[config.mk]
export PLATFORM = sky130hd
export DESIGN_NAME = rect_raster_writer
export DESIGN_NICKNAME = d
export VERILOG_FILES = /design/src/rtl/rect_raster_writer_pkg.sv /design/src/rtl/rect_raster_writer_shape.sv /design/src/rtl/rect_raster_writer.sv
export SDC_FILE = /design/constraint.sdc
export NUM_CORES = 1
export LEC_CHECK = 0
export CORE_ASPECT_RATIO = 1.2
export CORE_MARGIN = 5
export CORE_UTILIZATION = 60
export CTS_CLUSTER_DIAMETER = 120
export CTS_CLUSTER_SIZE = 8
export DETAILED_ROUTE_END_ITERATION = 7
export DONT_BUFFER_PORTS = 1
export PLACE_DENSITY = 0.84
export SLEW_MARGIN = 20
export SYNTH_ARGS = -nofsm -noshare
export SYNTH_HDL_FRONTEND = slang
export SYNTH_SLANG_ARGS = --single-unit
export TNS_END_PERCENT = 1
[constraint.sdc]
create_clock -name Clck -period 9.77 [get_ports Clck]
set_input_delay 2.931 -clock Clck [delete_from_list [all_inputs] [get_ports Clck]]
set_output_delay 2.931 -clock Clck [all_outputs]
set_load 0.05 [all_outputs]
[src/rtl/rect_raster_writer_pkg.sv]
// Shared mode codes, FSM encoding and default screen/colour widths for the rectangle rasteriser.
`default_nettype none

package rect_raster_writer_pkg;

   localparam int SCR_WIDTH_BITS  = 8;
   localparam int SCR_HEIGHT_BITS = 7;
   localparam int COLOR_SIZE      = 3;

   localparam logic [1:0] MODE_FILL  = 2'd0;
   localparam logic [1:0] MODE_DISC  = 2'd1;
   localparam logic [1:0] MODE_FRAME = 2'd2;

   typedef enum logic [2:0] {
      ST_IDLE   = 3'd0,
      ST_LOAD   = 3'd1,
      ST_STROBE = 3'd2,
      ST_GAP    = 3'd3,
      ST_NEXT   = 3'd4,
      ST_DONE   = 3'd5
   } state_t;

endpackage

`default_nettype wire

[src/rtl/rect_raster_writer_shape.sv]
// rect_shape_test: combinational inside test for the current cursor against the latched job bounds.
`default_nettype none

module rect_shape_test
   import rect_raster_writer_pkg::*;
#(
   parameter int X_BITS = SCR_WIDTH_BITS,
   parameter int Y_BITS = SCR_HEIGHT_BITS
) (
   input  logic [1:0]        mode_i,
   input  logic [X_BITS-1:0] x_i,
   input  logic [X_BITS-1:0] x_start_i,
   input  logic [X_BITS-1:0] x_end_i,
   input  logic [X_BITS-1:0] x_last_i,
   input  logic [Y_BITS-1:0] y_i,
   input  logic [Y_BITS-1:0] y_start_i,
   input  logic [Y_BITS-1:0] y_end_i,
   input  logic [Y_BITS-1:0] y_last_i,
   output logic              inside_o
);

   localparam int M_BITS = (X_BITS > Y_BITS) ? X_BITS : Y_BITS;
   localparam int P_BITS = 2 * M_BITS + 5;

   logic [X_BITS-1:0]        x_off, w, w_m1;
   logic [Y_BITS-1:0]        y_off, h, h_m1;
   logic [M_BITS-1:0]        w_m, h_m, r;
   logic signed [X_BITS+1:0] dx;
   logic signed [Y_BITS+1:0] dy;
   logic signed [P_BITS-1:0] dx_p, dy_p, dist_sq;
   logic [P_BITS-1:0]        r_p, r_sq;
   logic                     on_edge;

   // Doubled offsets from the centre keep the disc test exact for even and odd sizes.
   always_comb begin
      x_off   = x_i - x_start_i;
      y_off   = y_i - y_start_i;
      w       = x_end_i - x_start_i;
      h       = y_end_i - y_start_i;
      w_m1    = w - X_BITS'(1);
      h_m1    = h - Y_BITS'(1);
      dx      = $signed({1'b0, x_off, 1'b0}) - $signed({2'b00, w_m1});
      dy      = $signed({1'b0, y_off, 1'b0}) - $signed({2'b00, h_m1});
      dx_p    = {{(P_BITS-X_BITS-2){dx[X_BITS+1]}}, dx};
      dy_p    = {{(P_BITS-Y_BITS-2){dy[Y_BITS+1]}}, dy};
      w_m     = M_BITS'(w);
      h_m     = M_BITS'(h);
      r       = (w_m < h_m) ? w_m : h_m;
      r_p     = P_BITS'(r);
      r_sq    = r_p * r_p;
      dist_sq = dx_p * dx_p + dy_p * dy_p;
      on_edge = (x_i == x_start_i) || (x_i == x_last_i) ||
                (y_i == y_start_i) || (y_i == y_last_i);
      case (mode_i)
         MODE_DISC:  inside_o = ($unsigned(dist_sq) <= r_sq);
         MODE_FRAME: inside_o = on_edge;
         default:    inside_o = 1'b1;
      endcase
   end

endmodule

`default_nettype wire

[src/rtl/rect_raster_writer.sv]
// rect_raster_writer: walks a rectangle in raster order and issues held write strobes for the
// pixels selected by the fill/disc/frame shape test, ending each job with a done pulse.
`default_nettype none

module rect_raster_writer
   import rect_raster_writer_pkg::*;
#(
   parameter int X_BITS     = SCR_WIDTH_BITS,
   parameter int Y_BITS     = SCR_HEIGHT_BITS,
   parameter int COLOR_BITS = COLOR_SIZE,
   parameter int WE_HOLD    = 3
) (
   input  logic                     Clck,
   input  logic                     Reset,
   input  logic                     start,
   input  logic [X_BITS-1:0]        x_start,
   input  logic [X_BITS-1:0]        x_end,
   input  logic [Y_BITS-1:0]        y_start,
   input  logic [Y_BITS-1:0]        y_end,
   input  logic [1:0]               mode,
   input  logic [COLOR_BITS-1:0]    color,
   output logic                     ready,
   output logic                     busy,
   output logic                     done,
   output logic [X_BITS-1:0]        paint_x_co,
   output logic [Y_BITS-1:0]        paint_y_co,
   output logic [COLOR_BITS-1:0]    color_output,
   output logic                     print_enable,
   output logic [X_BITS+Y_BITS-1:0] pixels_written
);

   localparam int PW_BITS = X_BITS + Y_BITS;

   state_t                 state_q;
   logic                   ready_q, busy_q, done_q, pe_q;
   logic [3:0]             hold_q;
   logic [X_BITS-1:0]      x_q, xs_q, xe_q, x_last_q;
   logic [Y_BITS-1:0]      y_q, ys_q, ye_q, y_last_q;
   logic [COLOR_BITS-1:0]  col_q;
   logic [1:0]             mode_q;
   logic [PW_BITS-1:0]     pw_q;
   logic                   degenerate_d, inside_d;

   assign degenerate_d = (x_end <= x_start) || (y_end <= y_start);

   rect_shape_test #(
      .X_BITS (X_BITS),
      .Y_BITS (Y_BITS)
   ) u_shape (
      .mode_i    (mode_q),
      .x_i       (x_q),
      .x_start_i (xs_q),
      .x_end_i   (xe_q),
      .x_last_i  (x_last_q),
      .y_i       (y_q),
      .y_start_i (ys_q),
      .y_end_i   (ye_q),
      .y_last_i  (y_last_q),
      .inside_o  (inside_d)
   );

   always_ff @(posedge Clck) begin
      if (!Reset) begin
         state_q  <= ST_IDLE;
         ready_q  <= 1'b1;
         busy_q   <= 1'b0;
         done_q   <= 1'b0;
         pe_q     <= 1'b0;
         hold_q   <= 4'd0;
         x_q      <= '0;
         y_q      <= '0;
         col_q    <= '0;
         pw_q     <= '0;
         mode_q   <= MODE_FILL;
         xs_q     <= '0;
         xe_q     <= '0;
         x_last_q <= '0;
         ys_q     <= '0;
         ye_q     <= '0;
         y_last_q <= '0;
      end else begin
         done_q <= 1'b0;
         case (state_q)
            ST_IDLE: begin
               if (start) begin
                  ready_q <= 1'b0;
                  busy_q  <= 1'b1;
                  pw_q    <= '0;
                  mode_q  <= mode;
                  xs_q    <= x_start;
                  xe_q    <= x_end;
                  ys_q    <= y_start;
                  ye_q    <= y_end;
                  if (degenerate_d) begin
                     done_q  <= 1'b1;
                     state_q <= ST_DONE;
                  end else begin
                     // The cursor doubles as the memory coordinate, so LOAD sees it immediately.
                     x_q      <= x_start;
                     y_q      <= y_start;
                     col_q    <= color;
                     x_last_q <= x_end - X_BITS'(1);
                     y_last_q <= y_end - Y_BITS'(1);
                     state_q  <= ST_LOAD;
                  end
               end
            end
            ST_LOAD: begin
               if (inside_d) begin
                  pe_q    <= 1'b1;
                  hold_q  <= 4'(WE_HOLD - 1);
                  pw_q    <= pw_q + PW_BITS'(1);
                  state_q <= ST_STROBE;
               end else begin
                  state_q <= ST_NEXT;
               end
            end
            ST_STROBE: begin
               if (hold_q == 4'd0) begin
                  pe_q    <= 1'b0;
                  state_q <= ST_GAP;
               end else begin
                  hold_q <= hold_q - 4'd1;
               end
            end
            ST_GAP: begin
               state_q <= ST_NEXT;
            end
            ST_NEXT: begin
               if ((x_q == x_last_q) && (y_q == y_last_q)) begin
                  done_q  <= 1'b1;
                  state_q <= ST_DONE;
               end else if (x_q == x_last_q) begin
                  x_q     <= xs_q;
                  y_q     <= y_q + Y_BITS'(1);
                  state_q <= ST_LOAD;
               end else begin
                  x_q     <= x_q + X_BITS'(1);
                  state_q <= ST_LOAD;
               end
            end
            ST_DONE: begin
               busy_q  <= 1'b0;
               ready_q <= 1'b1;
               state_q <= ST_IDLE;
            end
            default: begin
               pe_q    <= 1'b0;
               busy_q  <= 1'b0;
               ready_q <= 1'b1;
               state_q <= ST_IDLE;
            end
         endcase
      end
   end

   assign ready          = ready_q;
   assign busy           = busy_q;
   assign done           = done_q;
   assign paint_x_co     = x_q;
   assign paint_y_co     = y_q;
   assign color_output   = col_q;
   assign print_enable   = pe_q;
   assign pixels_written = pw_q;

endmodule

`default_nettype wire

==> flow_metrics.py, run 1 <==
metrics = {
    "status": {
        "run_status": "complete, but fails checks",
        "violations": "negative setup slack",
    },
    "timing": {
        "fmax_mhz": 98.2,
        "finalSetupViolCount": 22,
        "final.hold.worst_slack_ps": 461,
        "finalCriticalPeriod_ps": 10180,
        "finalHoldViolCount": 0,
        "timing.final.ws_setup_ps": -414,
        "tightest_slew_ps": 903,
        "clock-skew-final_ps": 6.03,
        "fin_crit_sh": 1.04,
        "maxSlewHeadroom": 0.396,
        "rsz0062_at_grt": "yes",
        "final_max_tran_viols": 0,
    },
    "cells_and_area": {
        "layout_cell_share_with_drive_strength_beyond_1": 0.200,
        "utilization": 0.739,
        "syn2layout_area_growth_pct": 21.2,
        "num-nets-final": 2542,
        "diodes": 0,
        "finalInstanceArea_um2": 18900,
    },
    "critical_path": {
        "setup.worst_path.class": "flop to flop",
        "cp.buffers_inverters": 9,
        "timing.critical_path.fanout_max": 5,
        "rr_startpoint": "xe_q[0]",
        "critPathMaxStageDelay_ps": 580,
        "critical_path.startpoint": "xe_q[0]",
        "data_arrival_time_of_the_worst_path_ps": 10380,
        "cp-end-kind": "flop",
        "worstSetupStartpointType": "flop",
        "crit_required_ps": 9960,
        "timing.critical_path.slowest_stage_cell": "fa_1",
        "critPathTopFamily": "adder cells",
    },
    "floorplanning": {
        "core_region_area_um2": 25600,
        "initial_core_util": 0.609,
        "pin_count": 75,
        "fp.dieW_um": 157,
        "die_area_um2": 29400,
        "rows": 64,
        "dieHeight_um": 187,
    },
    "drt": {
        "detail_route.first_pass.iterations": 5,
        "detailroute.via_count": 14317,
        "antenna_left": 0,
        "drc": 0,
        "detail_route.iter0.violations": 890,
        "via_per_inst": 5.86,
        "wl_per_cell_um": 17.7,
        "routed_wirelength_um": 43400,
    },
    "synth": {
        "synthSimpleGateAreaFrac": 0.149,
        "synth_top_flop_cell": "dfxtp_1",
        "yosys.area_share.xor_xnor": 0.0813,
        "synth_top_family_by_area": "adder cells",
        "yosysMostFrequentCell": "inv_1",
        "synth_area_in_adders": 0.399,
        "ff_latch_count_synth": 91,
        "asyncSetResetFlopFracSynth": 0,
        "synth_area_leaders": "fa_1 (22%), ha_1 (18%), dfxtp_1 (12%)",
        "synth-edff-count": 0,
        "synth_cell_types": 73,
        "yosys_warnings": 0,
        "synth_area_leader_cell": "fa_1",
        "yosys-top-cells-count": "inv_1 (326), ha_1 (219), nand2_1 (180)",
        "ys_seq_area_frac": 0.117,
        "synth_area_per_cell_um2": 8.32,
        "synth.area.mux_share": 0.0147,
        "synth-compound-area-share": 0.146,
        "yosys.area.top_type_share": 0.223,
        "synth_cells": 1876,
        "area_of_the_mapped_netlist_um2": 15600,
    },
    "place": {
        "dp_hpwl_um": 32100,
        "place_area_um2": 17600,
        "worst_slack_placed_ps": -930,
        "placer_s_final_routability_congestion_estimate": 0.941,
        "numPortBuffers": 0,
    },
    "clock_network": {
        "cts_root_buffer": "clkbuf_16",
        "tritoncts": "yes",
        "clock_tree.buffer_depth": 2,
        "cts.sinks": 91,
        "tritoncts_buffer_count": 9,
        "worst_skew_pair.late_latency_ps": 340,
        "clk_pin_slew_worst_paths_ps": 70,
        "cts.htree.levels": 3,
        "postCtsHoldBufs": 0,
    },
    "global_routing": {
        "first_pass_grt_wire_length_um": 71400,
        "globalRoute.totalOverflow": 0,
        "antenna_violations_before_repair": 1,
        "first_global_vias": 15699,
        "grt_max_degree": 67,
        "globalRouteTotalUtil": 0.292,
    },
    "worst_hold_path": {
        "hold_path.startpoint": "xs_q[1]",
        "hold_path_class": "flop to flop",
    },
    "job": {
        "max_cap_viol_count": 0,
    },
}
-- cell type report --
| type | instances | area, um^2 |
|---|---|---|
| Clock inverter | 6 | 66.3 |
| Fill cell | 1586 | 6690 |
| Multi-Input combinational cell | 1420 | 13100 |
| Inverter | 330 | 1240 |
| Tap cell | 330 | 413 |
| Clock buffer | 9 | 225 |
| Sequential cell | 91 | 1830 |
| Timing Repair Buffer | 259 | 2010 |
-- metrics by stage --
stage,TNS (ps),cells
final,-7100,2445
after global routing,-16210,2445
after CTS,-1920,2442
after detailed placement,-17530,2403
after global placement,-10980,2403
after floorplan,0,1886
-- cell families (layout without fill, tap and decap cells) --
group                    count (synthesis)  in the layout
AND/OR/NAND/NOR                        510            510
XOR/XNOR                               145            145
multiplexers                            23             23
flip-flops                              91             91
buffers and inverters                  375            604
other                                    2             12
AO/OA/AOI/OAI                          337            337
adder cells (fa/ha/maj)                393            393
-- state kept, by name, summed over array words and instances (netlist names) --
signal,cells
xe_q,8
x_last_q,8
print_enable,1
ye_q,7
pixels_written,15
done,1
hold_q,4
paint_y_co,7
paint_x_co,8
busy,1
y_last_q,7
state_q,3
mode_q,2
color_output,3
xs_q,8
ready,1
ys_q,7
-- cell usage in the layout (no fill, tap or decap), types with 18 or more instances in the layout --
master    count
fa_1        170
inv_1       319
xor2_1       48
mux2i_1      23
dfxtp_1      88
a21o_1       38
nor2_1      147
ha_4         20
nand2_1     176
nand2b_1     35
o21ai_0      53
xnor2_1      79
nand3_1      19
ha_1        197
buf_4       251
and3_1       25
nor3_1       20
a31oi_1      19
a211oi_1     18
a21oi_1      84
-- repair_timing --
action	4_1_cts	5_1_grt
pin swaps	94	31
endpoints found under the setup margin	22	22
endpoints found under the hold margin	0	0
gates cloned	1	0
gates resized for setup	123	29
buffers inserted	24	3
-- path summary, 6_finish.rpt --
kind | to | slack (ps) | cells past startpoint
setup / recovery | pixels_written[5] | -410 | 47
hold / removal | xs_q[1] | 460 | 2
setup reg to reg | pixels_written[5] | -410 | 47
hold reg to reg | xs_q[1] | 460 | 2
-- worst min-delay path: stages, from the launching register on --
cell	delay, ps
dfxtp_1	310
nand2_1	50
a21oi_1	50
-- metal layers --
layer / up-vias / routed length [um] / global-route usage / part of all wire
met5: - / 13 / 0 / 0.00030
met4: 2 / 2850 / 0.162 / 0.066
met3: 253 / 2620 / 0.0438 / 0.060
met2: 661 / 22700 / 0.537 / 0.52
met1: 6816 / 15100 / 0.312 / 0.35
li1: 6585 / - / - / -
Power of run 1 is not shown: default switching activity piles up to over one toggle a cycle in this logic, so the estimate is an artifact.
==> run 2: changes to the inputs <==
- CORE_UTILIZATION: 60 -> 30
- PLACE_DENSITY: 0.84 -> 0.53
- SYNTH_HIERARCHICAL: not set -> 1
==> flow_metrics.py, run 2 <==
metrics = {
    "status": {
        "run_status": "complete, but fails checks",
        "violations": "negative setup slack",
    },
    "synth": {
        "synth-edff-count": 0,
        "synth_cells": 1785,
        "synth_area_leaders": "fa_1 (27%), ha_1 (15%), dfxtp_1 (12%)",
        "synth_area_per_cell_um2": 8.70,
        "area_of_the_mapped_netlist_um2": 15500,
        "synth_area_leader_cell": "fa_1",
        "yosysMostFrequentCell": "inv_1",
        "asyncSetResetFlopFracSynth": 0,
        "synth_top_flop_cell": "dfxtp_1",
        "ff_latch_count_synth": 91,
        "synth_cell_types": 86,
        "yosys_warnings": 6,
        "yosys-top-cells-count": "inv_1 (301), fa_1 (212), ha_1 (182)",
        "yosys.area.top_type_share": 0.273,
        "ys_seq_area_frac": 0.117,
    },
    "global_routing": {
        "globalRoute.totalOverflow": 0,
        "grt_max_degree": 46,
        "antenna_violations_before_repair": 0,
        "first_global_vias": 13505,
        "globalRouteTotalUtil": 0.147,
        "first_pass_grt_wire_length_um": 68100,
    },
    "timing": {
        "rsz0062_at_grt": "yes",
        "finalHoldViolCount": 0,
        "fmax_mhz": 88.9,
        "setup_total_negative_slack_ps": -22030,
        "maxSlewHeadroom": 0.498,
        "fin_crit_sh": 1.15,
        "clock-skew-final_ps": 11.9,
        "timing.final.ws_setup_ps": -1480,
        "finalCriticalPeriod_ps": 11250,
        "final.hold.worst_slack_ps": 454,
        "finalSetupViolCount": 22,
        "tightest_slew_ps": 747,
        "final_max_tran_viols": 0,
    },
    "critical_path": {
        "critPathTopFamily": "adder cells",
        "timing.critical_path.fanout_max": 5,
        "cp.buffers_inverters": 4,
        "data_arrival_time_of_the_worst_path_ps": 11530,
        "timing.critical_path.slowest_stage_cell": "fa_1",
        "cp-end-kind": "flop",
        "critPathMaxStageDelay_ps": 570,
        "worstSetupStartpointType": "flop",
        "setup.worst_path.class": "flop to flop",
        "crit_required_ps": 10050,
        "cpMostUsedCell": "fa_1",
    },
    "clock_network": {
        "cts_root_buffer": "clkbuf_16",
        "tritoncts_buffer_count": 9,
        "tritoncts": "yes",
        "cts.sinks": 91,
        "cts.htree.levels": 3,
        "clock_tree.buffer_depth": 2,
        "worst_skew_pair.late_latency_ps": 350,
        "clk_pin_slew_worst_paths_ps": 80,
        "postCtsHoldBufs": 0,
    },
    "cells_and_area": {
        "nFillCells": 5296,
        "diodes": 0,
        "layout_cell_share_with_drive_strength_beyond_1": 0.204,
        "num-nets-final": 2492,
        "fin_cells": 2762,
        "largest_register_ffs": 15,
        "syn2layout_area_growth_pct": 22.4,
        "final_common_cell": "buf_4",
        "most-common-layout-cells": "buf_4 (298), inv_1 (296), fa_1 (210)",
    },
    "floorplanning": {
        "pin_count": 75,
        "initial_core_util": 0.302,
        "die_area_um2": 56400,
        "core_region_area_um2": 51400,
        "rows": 91,
        "fp.dieW_um": 218,
        "dieHeight_um": 259,
    },
    "place": {
        "placer_s_final_routability_congestion_estimate": 0.854,
        "dp_hpwl_um": 36100,
        "worst_slack_placed_ps": -1500,
        "numPortBuffers": 0,
        "placed_cells": 2743,
    },
    "drt": {
        "wl_per_cell_um": 14.7,
        "via_per_inst": 4.54,
        "detailroute.via_count": 12542,
        "detail_route.first_pass.iterations": 5,
        "antenna_left": 0,
        "drc": 0,
        "detail_route.iter0.violations": 460,
        "routed_wirelength_um": 40500,
    },
    "worst_hold_path": {
        "hold_path_class": "flop to flop",
    },
    "job": {
        "max_cap_viol_count": 0,
    },
}
==> run 2: changes by cell type after synthesis, moves of 13 or more <==
cell | previous run | this run
a211oi_1 | 21 | 4
a211oi_2 | 1 | 17
a21o_1 | 38 | 25
a31oi_1 | 20 | 4
and3_1 | 25 | 7
fa_1 | 174 | 212
ha_1 | 219 | 182
inv_1 | 326 | 301
nand2b_1 | 36 | 19
==> run 2: worst paths after layout <==
check | cells past startpoint | endpoint | slack, ps | start
setup / recovery | 46 | pixels_written[13] | -1480 | xe_q[0]
hold / removal | 2 | xe_q[0] | 450 | xe_q[0]
setup reg to reg | 46 | pixels_written[13] | -1480 | xe_q[0]
hold reg to reg | 2 | xe_q[0] | 450 | xe_q[0]
==> run 2: repair_timing <==
item | in CTS | in global routing
resized for setup | 9 | 10
endpoints found under the setup margin | 22 | 22
buffers inserted | 0 | 3
pin swaps | 10 | 8
==> run 2: kinds of logic (layout without fill, tap and decap cells) <==
kind of cell / after synthesis / count (layout) / synth area share
other cells: 2 / 12 / 0.000484
flops: 91 / 91 / 0.117
compound gates: 264 / 264 / 0.117
buf+inv: 354 / 624 / 0.0891
xor+xnor: 143 / 143 / 0.0820
simple gates: 499 / 499 / 0.147
fa+ha+maj: 395 / 395 / 0.421
mux: 37 / 37 / 0.0263
==> run 2: metal layers <==
metal	global-route usage	vias to the layer above	share of wire
met5	0	-	0
li1	-	6282	-
met3	0.0159	50	0.031
met1	0.169	6021	0.40
met4	0.0455	0	0.032
met2	0.285	189	0.53
==> run 2: final cells by class <==
class / instances / area, um^2 / share of cell area
Clock inverter: 7 / 78.8 / 0.00415
Timing Repair Buffer: 299 / 2260 / 0.119
Inverter: 309 / 1170 / 0.0614
Tap cell: 697 / 872 / 0.0459
Sequential cell: 91 / 1830 / 0.0961
Clock buffer: 9 / 225 / 0.0119
Multi-Input combinational cell: 1350 / 12600 / 0.662
==> run 2: tightest hold or removal path: stages, from the launching register on <==
cell     delay, ps
dfxtp_1        310
nand2_1         50
a21oi_1         50
==> run 2: stage by stage <==
step	instance area (um^2)	utilization
CTS	19000	0.369
global placement	18600	0.362
detailed placement	18600	0.362
global route	19000	0.370
finish	19000	0.370
floorplan	15700	-
Power of run 2 is left out for the same reason.
